`config.mk`:
```
export PLATFORM = sky130hd
export DESIGN_NAME = approx_mult_arbiter
export DESIGN_NICKNAME = d
export VERILOG_FILES = /design/src/rtl/approx_mult_pkg.sv /design/src/rtl/approx_mult_core.sv /design/src/rtl/approx_mult_arbiter.sv
export SDC_FILE = /design/constraint.sdc
export NUM_CORES = 1
export LEC_CHECK = 0
export CAP_MARGIN = 20
export CORE_MARGIN = 2
export CORE_UTILIZATION = 40
export CTS_CLUSTER_DIAMETER = 50
export CTS_CLUSTER_SIZE = 8
export DETAILED_ROUTE_END_ITERATION = 10
export GPL_ROUTABILITY_DRIVEN = 0
export PLACE_DENSITY = 0.66
export REMOVE_ABC_BUFFERS = 1
export SLEW_MARGIN = 20
export SYNTH_ARGS = -nofsm -noshare
export SYNTH_HDL_FRONTEND = slang
export SYNTH_SLANG_ARGS = --single-unit
```
`constraint.sdc`:
```
create_clock -name clk -period 8.07 [get_ports clk]
set_input_delay 1.2105 -clock clk [delete_from_list [all_inputs] [get_ports clk]]
set_output_delay 1.2105 -clock clk [all_outputs]
set_load 0.01 [all_outputs]
```
`src/rtl/approx_mult_pkg.sv`:
```
// approx_mult_pkg
// Shared definitions for the approximate-multiplier arbiter slice.
//   OPW            operand width (8 bits)
//   PW             product width (16 bits)
//   operand_t      one captured request operand set (x, y, exact)
//   approx_product truncated 8x8 product with a small carry correction
package approx_mult_pkg;

  localparam int OPW = 8;
  localparam int PW  = 16;

  typedef struct packed {
    logic [OPW-1:0] x;
    logic [OPW-1:0] y;
    logic           exact;
  } operand_t;

  // Drops the two low multiplicand bits from the main partial-product array
  // and puts back only the most significant cross terms of those bits, so
  // large products keep their top bits while small ones lose accuracy.
  function automatic logic [PW-1:0] approx_product(input logic [OPW-1:0] x,
                                                   input logic [OPW-1:0] y);
    logic [PW-1:0] partial;
    logic [PW-1:0] carry_fix;
    logic [PW-1:0] top_fix;
    partial   = (PW'(y) * PW'(x[OPW-1:2])) << 2;
    carry_fix = (PW'(x[0] & y[OPW-1]) + PW'(x[1] & y[OPW-2])) << 7;
    top_fix   = PW'(x[1] & y[OPW-1]) << 8;
    return partial + carry_fix + top_fix;
  endfunction

endpackage

```
`src/rtl/approx_mult_core.sv`:
```
// approx_mult_core
// Purely combinational 8x8 multiplier with a per-operation mode select.
//   x      in   8   multiplicand
//   y      in   8   multiplier
//   exact  in   1   1 = exact product, 0 = approximate product
//   z      out  16  product
module approx_mult_core
  import approx_mult_pkg::*;
(
  input  logic [OPW-1:0] x,
  input  logic [OPW-1:0] y,
  input  logic           exact,
  output logic [PW-1:0]  z
);

  assign z = exact ? (PW'(x) * PW'(y)) : approx_product(x, y);

endmodule

```
`src/rtl/approx_mult_arbiter.sv`:
```
// approx_mult_arbiter
// Round-robin arbiter feeding one shared two-stage multiplier pipeline.
//   clk        in   1        rising-edge clock
//   rst_n      in   1        asynchronous active-low reset
//   req_valid  in   NREQ     per-requester operand valid
//   req_ready  out  NREQ     per-requester grant/accept
//   req_x      in   8*NREQ   multiplicands, requester i at [8i+7:8i]
//   req_y      in   8*NREQ   multipliers, same packing
//   req_exact  in   NREQ     per-request mode, 1 = exact
//   out_valid  out  1        result valid
//   out_ready  in   1        downstream accept
//   out_z      out  16       product
//   out_id     out  IDW      originating requester
//   busy       out  1        any pipeline stage occupied
//   acc_cnt    out  16       wrapping count of accepted requests
// Stage 1 holds captured operands; stage 2 is the registered output, so
// out_* never see req_* combinationally.
module approx_mult_arbiter
  import approx_mult_pkg::*;
#(
  parameter int NREQ = 4,
  parameter int IDW  = 2
) (
  input  logic                clk,
  input  logic                rst_n,
  input  logic [NREQ-1:0]     req_valid,
  output logic [NREQ-1:0]     req_ready,
  input  logic [OPW*NREQ-1:0] req_x,
  input  logic [OPW*NREQ-1:0] req_y,
  input  logic [NREQ-1:0]     req_exact,
  output logic                out_valid,
  input  logic                out_ready,
  output logic [PW-1:0]       out_z,
  output logic [IDW-1:0]      out_id,
  output logic                busy,
  output logic [15:0]         acc_cnt
);

  logic [IDW-1:0] ptr;
  logic [IDW-1:0] ptr_next;
  logic           grant_found;
  logic [IDW-1:0] grant_idx;

  operand_t       s1_op;
  logic           s1_valid;
  logic [IDW-1:0] s1_id;

  logic           s2_load;
  logic           s1_open;
  logic           req_fire;
  logic [PW-1:0]  core_z;

  // Rotating priority search: candidates are visited starting at ptr and
  // wrapped back into 0..NREQ-1 with one extra bit of headroom, so non
  // power-of-two NREQ values work too.
  always_comb begin
    logic [IDW:0] cand;
    cand        = '0;
    grant_found = 1'b0;
    grant_idx   = '0;
    for (int k = 0; k < NREQ; k++) begin
      cand = {1'b0, ptr} + (IDW+1)'(k);
      if (cand >= (IDW+1)'(NREQ)) begin
        cand = cand - (IDW+1)'(NREQ);
      end
      if (!grant_found && req_valid[cand[IDW-1:0]]) begin
        grant_found = 1'b1;
        grant_idx   = cand[IDW-1:0];
      end
    end
  end

  // Pointer moves to the slot just after the winner.
  always_comb begin
    logic [IDW:0] inc;
    inc = {1'b0, grant_idx} + (IDW+1)'(1);
    if (inc >= (IDW+1)'(NREQ)) begin
      inc = '0;
    end
    ptr_next = inc[IDW-1:0];
  end

  // Stage 1 may take a new request when it is empty or draining this cycle.
  assign s2_load = s1_valid & (~out_valid | out_ready);
  assign s1_open = ~s1_valid | s2_load;

  // rst_n gating keeps every grant low for the whole reset period.
  always_comb begin
    req_ready = '0;
    if (rst_n && s1_open && grant_found) begin
      req_ready[grant_idx] = 1'b1;
    end
  end

  assign req_fire = |(req_ready & req_valid);

  // Arbitration pointer and stage 1 operand capture.
  always_ff @(posedge clk or negedge rst_n) begin
    if (!rst_n) begin
      ptr      <= '0;
      s1_valid <= 1'b0;
      s1_op    <= '0;
      s1_id    <= '0;
    end else begin
      if (req_fire) begin
        ptr         <= ptr_next;
        s1_valid    <= 1'b1;
        s1_op.x     <= req_x[OPW*grant_idx +: OPW];
        s1_op.y     <= req_y[OPW*grant_idx +: OPW];
        s1_op.exact <= req_exact[grant_idx];
        s1_id       <= grant_idx;
      end else if (s2_load) begin
        s1_valid <= 1'b0;
      end
    end
  end

  approx_mult_core u_core (
    .x     (s1_op.x),
    .y     (s1_op.y),
    .exact (s1_op.exact),
    .z     (core_z)
  );

  // Output stage: a load replaces the held result directly, so a consumed
  // result and a fresh one swap in the same cycle without a bubble.
  always_ff @(posedge clk or negedge rst_n) begin
    if (!rst_n) begin
      out_valid <= 1'b0;
      out_z     <= '0;
      out_id    <= '0;
    end else begin
      if (s2_load) begin
        out_valid <= 1'b1;
        out_z     <= core_z;
        out_id    <= s1_id;
      end else if (out_ready) begin
        out_valid <= 1'b0;
      end
    end
  end

  always_ff @(posedge clk or negedge rst_n) begin
    if (!rst_n) begin
      acc_cnt <= '0;
    end else if (req_fire) begin
      acc_cnt <= acc_cnt + 16'd1;
    end
  end

  assign busy = s1_valid | out_valid;

endmodule

```
==> results by group <==
Status
  • Status: complete, no violations

Drt
  • Met2 wire len: 7.65 mm
  • Detail Route Antenna Nets: 0
  • Starting DRT DRC Count: 238
  • Met3 WL: 578 µm
  • Initial DRT Pass Iterations: 4
  • Post-Route WL: 15.6 mm
  • Residual DRC: 0
  • Via/cell ratio: 4.88
  • Vias: 5394
  • Met1 wire length: 7.06 mm
  • Wire length per cell: 14.1 µm
  • Top sig layer: met4

Yosys
  • Area fraction of the dominant cell type after synthesis: 21.9%
  • Yosys top cell by area: dfrtp_1
  • Yosys reg bits: 57
  • Distinct cell type count of the synthesized netlist: 58
  • Top FF cell, synth: dfrtp_1
  • Synth Warn #: 0
  • Netlist Area Pre-Place: 6520 µm²
  • Register area share after synthesis: 21.9%
  • Ys async rst share: 100%
  • Top cells by area, synth: dfrtp_1, fa_1, ha_1
  • Syn Area/Cell: 8.34 µm²
  • Number of synthesized flops with an enable pin: 0
  • Synth Instances: 782

Finish
  • Share of cells above drive strength 1: 4.27%
  • Area grow syn2layout: 25.3%
  • # diodes: 0
  • Non-filler instance count after layout: 1105
  • Fillers: 1536
  • Post-route cell area: 8170 µm²
  • Core Util, Final: 51.4%
  • Nets@finish: 1084
  • Seq. cell area: 1430 µm²
  • Area of the multi-input gates: 4560 µm²

Die
  • Row Count: 46
  • Starting density of the core: 41.1%
  • Core area: 15900 µm²
  • Die span in x: 132 µm
  • Die area: 17300 µm²
  • Die H: 132 µm
  • Top-Level Pins: 115

Critical path
  • Required time of the critical path: 6.86 ns
  • Worst Setup End Kind: output port
  • Crit-path max FO: 37
  • Startpoint types: input port
  • Crit path DAT: 4.56 ns
  • Setup CP Type: in2out

Timing
  • Slew @ Worst Pin: 1.03 ns
  • Endpoints failing setup: 0
  • Unrepaired setup endpoints after global routing: false
  • Slew Viols, Final: 0
  • Period Utilization, post-route: 71.5%
  • Final hold vios: 0
  • Post-Route Skew: 0.0144 ns
  • Setup Total Neg Slack: 0 ns
  • Fmax achieved: 0.173 GHz
  • Min cycle time layout: 5.77 ns
  • Slew HR: 31.2%

Min path
  • Min-delay worst type: reg2reg

CTS
  • TritonCTS clock tree: done
  • Number of buffers created by CTS: 9
  • Clk buf depth: 2
  • Post-cts sizing count: 0
  • Sink Count: 57
  • H-tree depth: 3
  • Clk root buf: clkbuf_16
  • Post-CTS setup buffers: 0
  • Worst-Skew Late Latency: 0.35 ns
  • CTS Hold Bufs: 0
  • Clk pin slew, worst setup/hold paths: 0.05 ns

Place
  • Port Buf Inserts: 114
  • Area post-placement: 7860 µm²
  • DP HPWL: 12.2 mm
  • Placed Cells: 1089

Global routing
  • Vias in the first global route: 5498
  • Grt ovf: 0
  • Largest net degree at the start of global routing: 39
  • Total track usage: 18.7%
  • Global-route wire length before repair: 26.2 mm
  • Initial antenna violation count: 0

Job
  • Max-capacitance violation count: 0
[metrics by stage]
| step | worst slack, ns | hold slack (ns) |
|---|---|---|
| 6_report | 2.30 | 0.471 |
| 5_1_grt | 2.04 | 0.492 |
| 4_1_cts | 2.28 | 0.473 |
| 3_5_place_dp | 2.29 | 0.462 |
| 3_3_place_gp | 2.28 | 0.456 |
| 2_1_floorplan | 3.07 | 0.439 |
[cells by family (layout without fill, tap and decap cells)]
family | Yosys count | after routing | synth area share (%)
DFF | 57 | 57 | 21.9
xor gates and xnor gates | 39 | 39 | 5.58
AOI/OAI and AO/OA | 120 | 120 | 11.9
buffers and inverters | 143 | 250 | 8.33
and+or+nand+nor | 291 | 291 | 20.6
muxes | 7 | 7 | 1.09
adders and majority gates | 125 | 125 | 30.7
[critical path, cell delays in order]
cell	delay, ns
clkdlybuf4s50_1	0.48
a21oi_1	0.16
o21a_1	0.12
o22a_1	0.13
buf_4	0.34
clkinv_1	0.90
ha_1	0.58
and2_1	0.15
clkdlybuf4s50_1	0.47
[path summary, 6_finish.rpt]
kind / start / to / slack [ns] / cells past startpoint
max: req_valid[0] / req_ready[1] / 2.30 / 9
max in group asynchronous: rst_n / out_valid / 6.42 / 3
min in group asynchronous: rst_n / out_z[8] / 0.89 / 2
min: out_z[1] / out_z[1] / 0.47 / 2
min reg2reg: out_z[1] / out_z[1] / 0.47 / 2
max reg2reg: s1_op[5] / out_z[15] / 2.96 / 16
[cell usage in the layout, fill, tap and decap left out, drive strengths merged, types with 3 or more instances in the layout]
| master | count |
|---|---|
| a211oi | 4 |
| a21o | 5 |
| a21oi | 14 |
| a22oi | 3 |
| and2 | 43 |
| and3 | 5 |
| buf | 7 |
| clkbuf | 12 |
| clkdlybuf4s50 | 113 |
| clkinv | 4 |
| dfrtp | 57 |
| fa | 58 |
| ha | 67 |
| inv | 112 |
| mux2i | 6 |
| nand2 | 171 |
| nand2b | 5 |
| nand3 | 27 |
| nand4 | 4 |
| nor2 | 18 |
| nor3 | 3 |
| o211ai | 3 |
| o21a | 9 |
| o21ai | 57 |
| o21bai | 4 |
| o221ai | 3 |
| o22a | 3 |
| o31a | 3 |
| or3 | 3 |
| xnor2 | 30 |
| xor2 | 8 |
[synthesized netlist by cell type (2+ instances only)]
cell type and instances:
o21bai_1 4, or3_1 3, nand2_1 171, nor3_1 3, or2_2 2, clkinv_1 2, nand4_1 4, clkbuf_1 23
and2_1 43, nand2b_1 5, mux2i_1 6, a31oi_1 2, nor2_1 18, o211ai_1 3, a22oi_1 3, a211oi_1 3
ha_1 67, a221oi_2 2, o21ai_0 56, o221ai_1 3, inv_1 112, dfrtp_1 57, nand3_1 27, o22a_1 3
xnor2_1 30, xor2_1 7, a21oi_1 14, buf_2 5, a21o_1 5, and3_1 4, fa_1 58, o21a_1 9
o31a_1 3
[layout make-up]
class	count	area share, %
sequential	57	17.5
inverter	114	5.24
clock buffer	12	3.14
multi-input combinational	582	55.8
tap	216	3.31
clock inverter	4	0.628
timing repair buffer	120	14.5
[flip-flops by register name (all words and copies together) (netlist names)]
register and cells:
s1_id 2, out_valid 1, s1_op 17, acc_cnt 16, s1_valid 1, ptr 2
out_z 16, out_id 2
[layer usage]
layer | global-route usage, % | vias up
met5 | 0 | -
met4 | 5.19 | 0
met3 | 3.82 | 20
met2 | 32.2 | 98
met1 | 23.8 | 2554
li1 | - | 2722
Power is left out: the tool's default activity adds up to more than one toggle a clock period on the data nets, which glitch-free logic cannot reach.
